### src/rtl/mem_access_ctrl_pkg.sv
// Shared encodings for the MEM-stage data-memory initiator: request ops, FSM states,
// and the small decode helpers used at request acceptance.
package mem_access_pkg;

    localparam int AW_DEF = 10;

    typedef enum logic [2:0] {
        OP_LW  = 3'd0,
        OP_LH  = 3'd1,
        OP_LHU = 3'd2,
        OP_LB  = 3'd3,
        OP_LBU = 3'd4,
        OP_SW  = 3'd5,
        OP_SH  = 3'd6,
        OP_SB  = 3'd7
    } op_t;

    typedef enum logic [2:0] {
        ST_IDLE   = 3'd0,
        ST_RD     = 3'd1,
        ST_RMW_RD = 3'd2,
        ST_WR     = 3'd3,
        ST_RESP   = 3'd4
    } state_t;

    function automatic logic is_store(op_t op);
        return (op == OP_SW) || (op == OP_SH) || (op == OP_SB);
    endfunction

    function automatic logic misaligned(op_t op, logic [1:0] lane);
        case (op)
            OP_LW, OP_SW:         return lane != 2'b00;
            OP_LH, OP_LHU, OP_SH: return lane[0];
            default:              return 1'b0;
        endcase
    endfunction

endpackage

### src/rtl/mem_access_ctrl_if.sv
// Pipeline-side request/response bundle; the pipeline is master, the controller is slave.
interface mem_access_ctrl_if;
    import mem_access_pkg::*;

    logic        req_valid;
    logic        req_ready;
    op_t         req_op;
    logic [31:0] req_addr;
    logic [31:0] req_wdata;
    logic        resp_valid;
    logic [31:0] resp_rdata;
    logic        addr_err;

    modport master (
        output req_valid, req_op, req_addr, req_wdata,
        input  req_ready, resp_valid, resp_rdata, addr_err
    );

    modport slave (
        input  req_valid, req_op, req_addr, req_wdata,
        output req_ready, resp_valid, resp_rdata, addr_err
    );

endinterface

### src/rtl/mem_access_ctrl_lane_align.sv
// Byte/halfword lane handling: load extract with sign/zero extension, and sub-word
// store merge into the word read back during read-modify-write.
module mem_lane_align
    import mem_access_pkg::*;
(
    input  op_t         op,
    input  logic [1:0]  lane,
    input  logic [31:0] dm_word,
    input  logic [31:0] merge_word,
    input  logic [31:0] wdata,
    output logic [31:0] load_data,
    output logic [31:0] store_data
);

    logic [7:0]  byte_sel;
    logic [15:0] half_sel;

    always_comb begin
        byte_sel = dm_word[{lane, 3'b000} +: 8];
        half_sel = dm_word[{lane[1], 4'b0000} +: 16];

        load_data = dm_word;
        case (op)
            OP_LB:   load_data = {{24{byte_sel[7]}}, byte_sel};
            OP_LBU:  load_data = {24'h0, byte_sel};
            OP_LH:   load_data = {{16{half_sel[15]}}, half_sel};
            OP_LHU:  load_data = {16'h0, half_sel};
            default: load_data = dm_word;
        endcase

        store_data = wdata;
        case (op)
            OP_SB: begin
                store_data = merge_word;
                store_data[{lane, 3'b000} +: 8] = wdata[7:0];
            end
            OP_SH: begin
                store_data = merge_word;
                store_data[{lane[1], 4'b0000} +: 16] = wdata[15:0];
            end
            default: store_data = wdata;
        endcase
    end

endmodule

### src/rtl/mem_access_ctrl.sv
// MEM-stage initiator for a word-only data memory: loads, full-word stores and
// read-modify-write sub-word stores, with alignment/range faults reported on the response.
//
//  state     | meaning
//  ----------+------------------------------------------------------------
//  ST_IDLE   | ready for a request; faults go straight to ST_RESP
//  ST_RD     | DM word addressed, extended lane registered into resp_rdata
//  ST_RMW_RD | DM word captured into the merge buffer for a sub-word store
//  ST_WR     | dm_we high, full or merged word driven to DM
//  ST_RESP   | resp_valid pulse, back to ST_IDLE
module mem_access_ctrl
    import mem_access_pkg::*;
#(
    parameter int AW = AW_DEF
) (
    input  logic                clk,
    input  logic                reset,
    mem_access_ctrl_if.slave    bus,
    output logic [AW-1:0]       dm_addr,
    output logic [31:0]         dm_wdata,
    output logic                dm_we,
    input  logic [31:0]         dm_rdata
);

    state_t        state_q, state_d;
    op_t           op_q;
    logic [AW+1:0] addr_q;
    logic [31:0]   wdata_q;
    logic [31:0]   merge_q;
    logic [31:0]   resp_rdata_q;
    logic          addr_err_q;

    logic          accept;
    logic          fault_now;
    logic [31:0]   load_data;
    logic [31:0]   store_data;

    assign fault_now = misaligned(bus.req_op, bus.req_addr[1:0]) || (|bus.req_addr[31:AW+2]);

    always_ff @(posedge clk or posedge reset) begin
        if (reset) state_q <= ST_IDLE;
        else       state_q <= state_d;
    end

    // dm_we and dm_wdata come from state alone so an async reset kills the write at once.
    always_comb begin
        state_d        = state_q;
        accept         = 1'b0;
        bus.req_ready  = 1'b0;
        bus.resp_valid = 1'b0;
        dm_we          = 1'b0;
        dm_wdata       = '0;
        case (state_q)
            ST_IDLE: begin
                bus.req_ready = 1'b1;
                accept        = bus.req_valid;
                if (bus.req_valid) begin
                    if (fault_now)                state_d = ST_RESP;
                    else if (!is_store(bus.req_op)) state_d = ST_RD;
                    else if (bus.req_op == OP_SW) state_d = ST_WR;
                    else                          state_d = ST_RMW_RD;
                end
            end
            ST_RD:     state_d = ST_RESP;
            ST_RMW_RD: state_d = ST_WR;
            ST_WR: begin
                dm_we    = 1'b1;
                dm_wdata = store_data;
                state_d  = ST_RESP;
            end
            ST_RESP: begin
                bus.resp_valid = 1'b1;
                state_d        = ST_IDLE;
            end
            default: state_d = ST_IDLE;
        endcase
    end

    always_ff @(posedge clk or posedge reset) begin
        if (reset) begin
            op_q         <= OP_LW;
            addr_q       <= '0;
            wdata_q      <= '0;
            merge_q      <= '0;
            resp_rdata_q <= '0;
            addr_err_q   <= 1'b0;
        end else begin
            if (accept) begin
                op_q    <= bus.req_op;
                addr_q  <= bus.req_addr[AW+1:0];
                wdata_q <= bus.req_wdata;
                if (fault_now) begin
                    resp_rdata_q <= '0;
                    addr_err_q   <= 1'b1;
                end
            end
            case (state_q)
                ST_RD: begin
                    resp_rdata_q <= load_data;
                    addr_err_q   <= 1'b0;
                end
                ST_RMW_RD: merge_q <= dm_rdata;
                ST_WR: begin
                    resp_rdata_q <= '0;
                    addr_err_q   <= 1'b0;
                end
                default: ;
            endcase
        end
    end

    mem_lane_align u_align (
        .op         (op_q),
        .lane       (addr_q[1:0]),
        .dm_word    (dm_rdata),
        .merge_word (merge_q),
        .wdata      (wdata_q),
        .load_data  (load_data),
        .store_data (store_data)
    );

    assign dm_addr        = addr_q[AW+1:2];
    assign bus.resp_rdata = resp_rdata_q;
    assign bus.addr_err   = addr_err_q;

endmodule

### src/flat_wrapper.sv
// flat-port wrapper written by rule: the top's interface ports become plain ports
module mem_access_ctrl_flat import mem_access_pkg::*;
#(
    parameter int AW = AW_DEF
)
  (clk, reset, dm_addr, dm_wdata, dm_we, dm_rdata, bus_req_valid, bus_req_op, bus_req_addr, bus_req_wdata, bus_req_ready, bus_resp_valid, bus_resp_rdata, bus_addr_err);
  mem_access_ctrl_if bus_i ();
  input  logic clk;
  input  logic reset;
  output logic [AW-1:0] dm_addr;
  output logic [31:0] dm_wdata;
  output logic dm_we;
  input  logic [31:0] dm_rdata;
  input wire logic [$bits(bus_i.req_valid)-1:0] bus_req_valid;
  input wire logic [$bits(bus_i.req_op)-1:0] bus_req_op;
  input wire logic [$bits(bus_i.req_addr)-1:0] bus_req_addr;
  input wire logic [$bits(bus_i.req_wdata)-1:0] bus_req_wdata;
  output wire logic [$bits(bus_i.req_ready)-1:0] bus_req_ready;
  output wire logic [$bits(bus_i.resp_valid)-1:0] bus_resp_valid;
  output wire logic [$bits(bus_i.resp_rdata)-1:0] bus_resp_rdata;
  output wire logic [$bits(bus_i.addr_err)-1:0] bus_addr_err;
  assign bus_i.req_valid = bus_req_valid;
  assign bus_i.req_op = bus_req_op;
  assign bus_i.req_addr = bus_req_addr;
  assign bus_i.req_wdata = bus_req_wdata;
  assign bus_req_ready = bus_i.req_ready;
  assign bus_resp_valid = bus_i.resp_valid;
  assign bus_resp_rdata = bus_i.resp_rdata;
  assign bus_addr_err = bus_i.addr_err;
  mem_access_ctrl #(.AW(AW)) u_core (.clk(clk), .reset(reset), .bus(bus_i), .dm_addr(dm_addr), .dm_wdata(dm_wdata), .dm_we(dm_we), .dm_rdata(dm_rdata));
endmodule
### config.mk
export PLATFORM = sky130hd
export DESIGN_NAME = mem_access_ctrl_flat
export DESIGN_NICKNAME = d
export VERILOG_FILES = /design/src/rtl/mem_access_ctrl_pkg.sv /design/src/rtl/mem_access_ctrl_if.sv /design/src/rtl/mem_access_ctrl_lane_align.sv /design/src/rtl/mem_access_ctrl.sv /design/src/flat_wrapper.sv
export SDC_FILE = /design/constraint.sdc
export NUM_CORES = 1
export LEC_CHECK = 0
export BUFFER_PORTS_ARGS = -buffer_cell sky130_fd_sc_hd__buf_2
export CORE_ASPECT_RATIO = 0.5
export CORE_UTILIZATION = 50
export CTS_CLUSTER_SIZE = 12
export DETAILED_ROUTE_END_ITERATION = 10
export PLACE_DENSITY = 0.77
export SLEW_MARGIN = 20
export SYNTH_ARGS = -nofsm -noshare
export SYNTH_HDL_FRONTEND = slang
export SYNTH_SLANG_ARGS = --single-unit
export TNS_END_PERCENT = 30
### constraint.sdc
create_clock -name clk -period 4.79 [get_ports clk]
set_input_delay 0.479 -clock clk [delete_from_list [all_inputs] [get_ports clk]]
set_output_delay 0.479 -clock clk [all_outputs]
set_load 0.05 [all_outputs]
==> results.json, run 1 <==
{
  "rr_worst_depth": 6,
  "clockBufferDepth": 2,
  "portBuffers": 179,
  "die_y_um": 82.2,
  "power_density_mw_per_mm2": 376,
  "ys_ff_latch": 115,
  "avgViaCountPerCell": 5.97,
  "synth.area.mux_share": 0.164,
  "synth_compound_gate_area_share": 0.213,
  "io_pins": 180,
  "pre_cts_slack_ns": 1.43,
  "slew_headroom": 0.434,
  "rr_startpoint": "u_core.addr_q[1]",
  "drv_cap": 0,
  "final_cell_mix": "buf_2 (179), dfrtp_1 (115), mux2_2 (85), nor2_1 (64), o21ai_0 (36)",
  "synth_cell_types": 53,
  "totalNegativeSetupSlack_ns": 0,
  "grt_pass1_wl_mm": 29.7,
  "route.met3.wl_mm": 2.26,
  "dieArea_mm2": 0.0133,
  "gp_congestion": 0.862,
  "async_reset_ff_frac": 1.00,
  "wire_per_inst_um": 20.2,
  "root_buffer": "clkbuf_16",
  "num_vias": 5661,
  "period_needed_ns": 3.94,
  "synth_xor_xnor_area_share": 0.00409,
  "finalSetupViolCount": 0,
  "syn-cell-area_mm2": 0.00643,
  "path_class": "flip-flop to primary output",
  "rsz0062_at_grt": "no",
  "total_power_uw": 2960,
  "cp_max_fo": 28,
  "clock-sinks": 115,
  "ys.warnings.count": 0,
  "highest_layer": "met4",
  "cts_resized": 0,
  "report.final.slew_viol_count": 0,
  "cp_num_buf_inv": 1,
  "synthAdderAreaFrac": 0.00973,
  "max_freq_ghz": 0.254,
  "syn-num-nets": 729,
  "worst_pin_slew_ns": 0.849,
  "syn_inst": 622,
  "met2_length_mm": 8.07,
  "worst_setup_path_end_kind": "primary output",
  "syn_area_per_cell_um2": 10.3,
  "drt-total-wl_mm": 19.2,
  "layout_setup_ws_ns": 0.852,
  "wl_met1_mm": 8.45,
  "critPathRequiredTime_ns": 4.31,
  "ys_seq_area_frac": 0.448,
  "cts_setup_buffers": 0,
  "core-area_mm2": 0.0122,
  "critPathTopFamily": "compound AO/OA/AOI/OAI gates",
  "worstPathCellList": "and2_1 > o21ai_2 > a21oi_2 > a22oi_1 > nor2_1 > buf_2",
  "arrival_ns": 3.46,
  "nFillCells": 988,
  "synth-edff-count": 0,
  "yosys.area_share.simple": 0.105,
  "nets": 878,
  "hp-class": "input pin to async pin",
  "syn2layout_area_growth_pct": 22.4,
  "grt_max_degree": 51,
  "firstDrtPassIters": 6,
  "status": "complete, no violations",
  "drt_iter0_markers": 533,
  "cts_buffers": 17,
  "leakage_uw": 0.00371,
  "synth_ff_type": "dfrtp_1",
  "synth_top_family_by_area": "compound AO/OA/AOI/OAI gates",
  "cp_slowest_cell": "dfrtp_1",
  "reg2reg_setup_slack_ns": 2.09,
  "antenna_found_initial": 0,
  "route.detailed.drc": 0,
  "grt_util_all_layers": 0.299,
  "post-route-period-util": 0.822,
  "gr-total-overflow": 0,
  "path_clk_slew_ns": 0.06,
  "max_stage_delay_ns": 0.89,
  "cp-start-kind": "flip-flop",
  "cts_tree": "yes",
  "r2r-end": "u_core.bus.resp_rdata[29]",
  "final_layout_size_suffix_gt1_frac": 0.404,
  "ctsHoldBuffers": 0,
  "num_antenna_cells": 0,
  "hold_violations": 0,
  "ir_worst_vdd_mv": 0.199,
  "htreeDepth": 4,
  "core.rowCount": 28,
  "clkLatencyLatePin_ns": 0.42,
  "dp_hpwl_mm": 13.5,
  "initial_utilization": 0.529,
  "fp.dieW_um": 162,
  "final_common_cell": "buf_2",
  "first_global_vias": 5329,
  "skew_ns": 0.00564,
  "ant_nets": 0
}
## through the flow
step,util,cells,cell area (µm²),hold WS [ns]
floorplan,-,622,6430,0.475
global placement,0.598,917,7270,0.449
detailed placement,0.598,917,7270,0.458
CTS,0.647,949,7870,0.0144
global route,0.647,949,7870,0.0298
finish,0.647,949,7870,0.00243
## per-layer routing
metal	up-vias	GRT usage
met2	333	0.436
met4	0	0.110
met5	-	0
li1	2586	-
met1	2698	0.420
met3	44	0.0869
## registers in the layout, indices dropped and copies added, names as in the netlist
name / count
u_core.bus.addr_err: 1
u_core.op_q: 3
u_core.state_q: 3
u_core.addr_q: 12
u_core.merge_q: 32
u_core.wdata_q: 32
u_core.bus.resp_rdata: 32
## cell usage after synthesis (2+ instances only)
library cell    n  share of area
dfrtp_1       115           0.45
mux2_2         85           0.15
nor2_1         64          0.037
o21ai_0        36          0.028
nand2_1        35          0.020
a21oi_1        33          0.026
o2bb2ai_1      28          0.038
buf_2          20          0.016
a221oi_1       16          0.022
clkbuf_1       16         0.0093
buf_4          15          0.018
nand2b_1       13          0.013
and2_1         12          0.012
a211oi_1       10          0.012
mux2i_1        10          0.016
o21a_1         10          0.012
a22oi_1         8         0.0093
a31oi_1         8         0.0078
a21boi_0        7         0.0082
a2bb2oi_1       7         0.0095
o22ai_1         7         0.0068
o32a_1          7          0.011
inv_1           6         0.0035
nor4_1          6         0.0058
ha_1            5         0.0097
and3_1          4         0.0039
buf_6           4         0.0070
nor3_1          4         0.0031
buf_1           3         0.0018
o2bb2ai_2       3         0.0070
nor3b_1         2         0.0023
xnor2_1         2         0.0027
## kinds of logic after synthesis
group           after synthesis
compound gates              192
xor+xnor                      3
fa+ha+maj                     5
buf+inv                      66
flops                       115
mux                          95
simple gates                146
## worst register-to-register path: cells and delay by family, from the launching register on
| family | cells | cell delay, ns |
|---|---|---|
| AND/OR/NAND/NOR | 1 | 0.11 |
| multiplexers | 1 | 0.42 |
| buffers and inverters | 1 | 0.48 |
| AO/OA/AOI/OAI | 3 | 0.86 |
| flip-flops | 1 | 0.68 |
## area by class of cell
class                           instances  area [µm²]  area share
Clock buffer                           18         439      0.0558
Clock inverter                         14         155      0.0197
Inverter                                8        32.5     0.00413
Multi-Input combinational cell        441        3190       0.406
Sequential cell                       115        2880       0.366
Tap cell                              165         206      0.0262
Timing Repair Buffer                  188         963       0.122
## worst max path at each step
stage,cells past startpoint,startpoint,to,slack (ns)
after CTS,6,u_core.op_q[2],dm_wdata[6],0.96
after floorplan,1,reset,u_core.addr_q[0],1.27
after global placement,6,u_core.op_q[2],dm_wdata[4],1.55
after global routing,6,u_core.op_q[2],dm_wdata[6],0.63
final,6,u_core.op_q[2],dm_wdata[5],0.85
after detailed placement,6,u_core.op_q[2],dm_wdata[7],1.43
## report_power, final
part | leakage [µW] | switching (µW) | internal [µW]
combinational | 0.00194 | 339 | 222
clock | 0.000280 | 498 | 784
sequential | 0.00149 | 85.7 | 1030
total | 0.00371 | 923 | 2040
Note: power is estimated with default switching activity, not from simulation.
==> run 2: changes to the inputs <==
- clock period: 4.79 -> 3.66 ns (I/O delays scaled with it)
==> run 2 against run 1 <==
Compared with the run above:
- sequential cell count stayed put
- cell count is 0.42% higher
- clock skew up 0.0047 ns
- largest cell class unchanged
==> results.json, run 2 (synthesis gave the netlist of run 1 again) <==
{
  "dp_hpwl_mm": 13.7,
  "skew_ns": 0.0104,
  "cp-start-kind": "flip-flop",
  "portBuffers": 179,
  "path_clk_slew_ns": 0.06,
  "period_needed_ns": 3.42,
  "worst_pin_slew_ns": 0.876,
  "initial_utilization": 0.529,
  "hold_violations": 0,
  "final_common_cell": "buf_2",
  "totalNegativeSetupSlack_ns": 0,
  "cts_buffers": 17,
  "post-route-period-util": 0.933,
  "ctsHoldBuffers": 0,
  "p_sw_frac": 0.311,
  "use_met2": 0.438,
  "grt_util_all_layers": 0.299,
  "clockBufferDepth": 2,
  "drt_iter0_markers": 463,
  "reg2reg_setup_slack_ns": 1.12,
  "max_freq_ghz": 0.293,
  "met3_usage": 0.0594,
  "io_pins": 180,
  "layout_setup_ws_ns": 0.245,
  "ir_worst_vdd_mv": 0.257,
  "num_antenna_cells": 0,
  "report.final.slew_viol_count": 0,
  "cts_resized": 0,
  "wire_per_inst_um": 20.2,
  "grt.busiest_layer": "met1",
  "critPathRequiredTime_ns": 3.29,
  "firstDrtPassIters": 5,
  "p_clk_frac": 0.431,
  "internal_power_uw": 2680,
  "grt_max_degree": 68,
  "ant_nets": 0,
  "met1_usage": 0.444,
  "rr_startpoint": "u_core.op_q[1]",
  "power_frac_seq": 0.369,
  "arrival_ns": 3.05,
  "core-area_mm2": 0.0122,
  "nets": 882,
  "clock-sinks": 115,
  "path_class": "flip-flop to primary output",
  "syn2layout_area_growth_pct": 23.2,
  "comb_power_share": 0.199,
  "final_layout_size_suffix_gt1_frac": 0.410,
  "total_power_uw": 3880,
  "dieArea_mm2": 0.0133,
  "status": "complete, no violations",
  "fp.dieW_um": 162,
  "route.detailed.drc": 0,
  "rsz0062_at_grt": "no",
  "utilization": 0.651,
  "gp_congestion": 0.857,
  "gr-total-overflow": 0,
  "cts_tree": "yes",
  "drt-total-wl_mm": 19.3,
  "finalSetupViolCount": 0,
  "power_density_mw_per_mm2": 491,
  "core.rowCount": 28,
  "rr_worst_depth": 6,
  "final_cell_mix": "buf_2 (179), dfrtp_1 (115), mux2_2 (85), nor2_1 (64), o21ai_0 (36)",
  "root_buffer": "clkbuf_16",
  "worst_setup_path_end_kind": "primary output",
  "switchingPower_uw": 1210,
  "die_y_um": 82.2,
  "antenna_found_initial": 0,
  "cts_setup_buffers": 0,
  "clkLatencyLatePin_ns": 0.42,
  "cp_max_fo": 12,
  "leakage_uw": 0.00375,
  "htreeDepth": 4,
  "num_vias": 5651,
  "drv_cap": 0,
  "r2r-end": "u_core.bus.resp_rdata[6]",
  "first_global_vias": 5329,
  "pre_cts_slack_ns": 0.505,
  "slew_headroom": 0.416,
  "hp-class": "input pin to async pin",
  "grt_pass1_wl_mm": 29.9,
  "avgViaCountPerCell": 5.93
}
==> run 2: changes by cell type in the layout (fill, tap and decap cells not counted) <==
| cell | previous run | this run |
|---|---|---|
| clkinv_2 | 2 | 3 |
| clkinv_1 | 1 | 0 |
| clkinvlp_4 | 4 | 2 |
| nor4bb_1 | 1 | 0 |
| inv_8 | 1 | 0 |
| buf_4 | 9 | 12 |
| clkinv_4 | 4 | 5 |
| nor4bb_2 | 0 | 1 |
| buf_12 | 0 | 1 |
| inv_6 | 1 | 3 |
==> run 2: power groups by stage <==
stage	clock (µW)	combinational [µW]	sequential (µW)
after CTS	1690	764	1430
after global placement	0	744	1450
final	1680	774	1430
after global routing	1750	843	1440
after floorplan	0	591	1410
after detailed placement	0	758	1450
==> run 2: how the worst max path moves through the flow <==
| stage | end | slack (ns) | cells after the start | startpoint |
|---|---|---|---|---|
| 2_1_floorplan | u_core.addr_q[0] | 0.25 | 1 | reset |
| 3_3_place_gp | dm_wdata[25] | 0.65 | 8 | u_core.addr_q[0] |
| 3_5_place_dp | dm_wdata[26] | 0.51 | 8 | u_core.addr_q[0] |
| 4_1_cts | dm_wdata[26] | 0.07 | 8 | u_core.addr_q[0] |
| 5_1_grt | dm_wdata[26] | 0.02 | 8 | u_core.addr_q[0] |
| 6_report | dm_wdata[26] | 0.24 | 8 | u_core.addr_q[0] |
==> run 2: critical path, cell delays in order, from the launching register on <==
cell	delay, ns
dfrtp_1	0.60
clkinvlp_4	0.35
ha_1	0.41
nor4bb_2	0.41
buf_4	0.22
a221oi_1	0.09
a2bb2oi_1	0.17
nor2_1	0.12
buf_2	0.28
==> run 2: stage by stage <==
| step | instances | instance area [µm²] | hold WS (ns) |
|---|---|---|---|
| floorplan | 622 | 6430 | 0.475 |
| global placement | 921 | 7320 | 0.469 |
| detailed placement | 921 | 7320 | 0.469 |
| CTS | 953 | 7910 | 0.164 |
| global route | 953 | 7920 | 0.177 |
| finish | 953 | 7920 | 0.136 |
==> run 2: cell type report <==
cell class | instances | area, µm²
Inverter | 8 | 36.3
Multi-Input combinational cell | 441 | 3200
Timing Repair Buffer | 192 | 1010
Sequential cell | 115 | 2880
Clock buffer | 18 | 439
Tap cell | 165 | 206
Fill cell | 997 | 4240
Clock inverter | 14 | 153
==> run 2: per-layer routing <==
layer  part of all wire  up-vias  routed length (µm)
met4              0.013        0                 250
met2               0.42      292                8120
met3              0.092       22                1770
li1                   -     2598                   -
met5                  0        -                   0
met1               0.47     2739                9130
==> run 3: changes to the inputs <==
- PLACE_DENSITY: 0.77 -> 0.79
==> run 3 against run 2 <==
Compared with the run above:
- final area rose by 0.81%
- die area did not move
- sequential cell count did not move
- global-route usage fell by 0.44 points
- critical path depth did not move
- clock skew rose by 0.0012 ns
==> results.json, run 3 (synthesis gave the netlist of run 1 again) <==
{
  "drt-total-wl_mm": 19.0,
  "critPathRequiredTime_ns": 3.29,
  "multi_input_area_mm2": 0.00319,
  "p_sw_frac": 0.299,
  "finalSetupViolCount": 0,
  "critPathTopFamily": "flip-flops",
  "final_layout_size_suffix_gt1_frac": 0.410,
  "nets": 886,
  "clkLatencyLatePin_ns": 0.42,
  "cp_slowest_cell": "dfrtp_1",
  "final_cell_mix": "buf_2 (179), dfrtp_1 (115), mux2_2 (85), nor2_1 (64), o21ai_0 (36)",
  "fin_cells": 957,
  "core.rowCount": 28,
  "rr_worst_depth": 6,
  "hold_violations": 0,
  "gp_congestion": 0.874,
  "htreeDepth": 4,
  "worst_pin_slew_ns": 0.829,
  "route.detailed.drc": 0,
  "grt_util_all_layers": 0.295,
  "drt_iter0_markers": 423,
  "firstDrtPassIters": 5,
  "worstPathCellList": "clkinvlp_4 > ha_1 > nor4bb_1 > a221oi_1 > a211oi_1 > a21oi_1 > nor2_1 > buf_2",
  "status": "complete, no violations",
  "comb_power_share": 0.194,
  "cp_num_buf_inv": 2,
  "cp_max_fo": 12,
  "slew_headroom": 0.448,
  "num_vias": 5680,
  "p_clk_frac": 0.448,
  "portBuffers": 179,
  "ant_nets": 0,
  "drv_cap": 0,
  "rsz0062_at_grt": "no",
  "core-area_mm2": 0.0122,
  "worst_setup_path_end_kind": "primary output",
  "report.final.slew_viol_count": 0,
  "initial_utilization": 0.529,
  "holdWs_ns": 0.125,
  "max_stage_delay_ns": 0.61,
  "max_freq_ghz": 0.291,
  "nFillCells": 977,
  "path_clk_slew_ns": 0.06,
  "power_frac_seq": 0.358,
  "io_pins": 180,
  "cts_tree": "yes",
  "clock-sinks": 115,
  "syn2layout_area_growth_pct": 24.2,
  "path_class": "flip-flop to primary output",
  "utilization": 0.657,
  "internal_power_uw": 2810,
  "cp-start-kind": "flip-flop",
  "first_global_vias": 5495,
  "wire_per_inst_um": 19.9,
  "skew_ns": 0.0116,
  "cts_buffers": 17,
  "totalNegativeSetupSlack_ns": 0,
  "arrival_ns": 3.07,
  "seq_area_mm2": 0.00288,
  "switchingPower_uw": 1200,
  "avgViaCountPerCell": 5.94,
  "dp_hpwl_mm": 13.6,
  "die_y_um": 82.2,
  "post-route-period-util": 0.939,
  "grt_max_degree": 65,
  "root_buffer": "clkbuf_16",
  "ir_worst_vdd_mv": 0.274,
  "pre_cts_slack_ns": 0.617,
  "dp.cells": 923,
  "leakage_uw": 0.00377,
  "grt_pass1_wl_mm": 29.5,
  "fp.dieW_um": 162,
  "dieArea_mm2": 0.0133,
  "layout_setup_ws_ns": 0.225,
  "r2r-end": "u_core.bus.resp_rdata[6]",
  "hp-class": "input pin to async pin",
  "antenna_found_initial": 1,
  "num_antenna_cells": 0,
  "final_common_cell": "buf_2",
  "period_needed_ns": 3.44,
  "rr_startpoint": "u_core.op_q[0]",
  "gr-total-overflow": 0,
  "clockBufferDepth": 2,
  "power_density_mw_per_mm2": 502,
  "reg2reg_setup_slack_ns": 1.18
}
## run 3: cell count changes in the layout (fill, tap and decap cells not counted)
cell	delta
clkinv_4	-3
clkinv_2	-2
clkinvlp_4	+2
inv_8	+1
nor4bb_1	+1
bufinv_16	+2
clkbuf_1	+1
clkbuf_8	-1
buf_4	+4
nor4bb_2	-1
## run 3: timing repair
action                     in CTS  in global routing
gates resized for setup         0                  1
hold buffers                    0                  0
setup endpoints to repair       0                 24
buffers inserted                0                  2
## run 3: power groups by stage
stage                     Combinational, µW  Sequential, µW  Clock (µW)
after floorplan                         591            1410           0
final                                   778            1430        1790
after CTS                               762            1430        1810
after detailed placement                757            1450           0
after global placement                  743            1450           0
after global routing                    844            1440        1870
## run 3: through the flow
step	instance area [µm²]	total power, µW
after floorplan	6430	2000
after CTS	7960	4000
after detailed placement	7330	2210
final	7980	4010
after global placement	7330	2190
after global routing	7980	4150
## run 3: how the worst max path moves through the flow
stage / from / to / cells past startpoint
after floorplan: reset / u_core.addr_q[0] / 1
after global placement: u_core.addr_q[0] / dm_wdata[31] / 8
after detailed placement: u_core.addr_q[0] / dm_wdata[24] / 8
after CTS: u_core.addr_q[0] / dm_wdata[24] / 8
after global routing: u_core.addr_q[0] / dm_wdata[31] / 8
final: u_core.addr_q[0] / dm_wdata[31] / 8
## run 3: routing by layer
layer | vias to the layer above | global-route usage | wire length (µm)
met5 | - | 0 | 13
met4 | 2 | 0.111 | 351
met3 | 30 | 0.0934 | 2110
met2 | 346 | 0.424 | 7950
met1 | 2690 | 0.414 | 8590
li1 | 2612 | - | -
## run 3: layout make-up
class,instances,share of cell area
clock buffer,18,0.0538
clock inverter,14,0.0254
inverter,8,0.00455
multi-input combinational,441,0.400
sequential,115,0.361
tap,165,0.0259
timing repair buffer,196,0.130
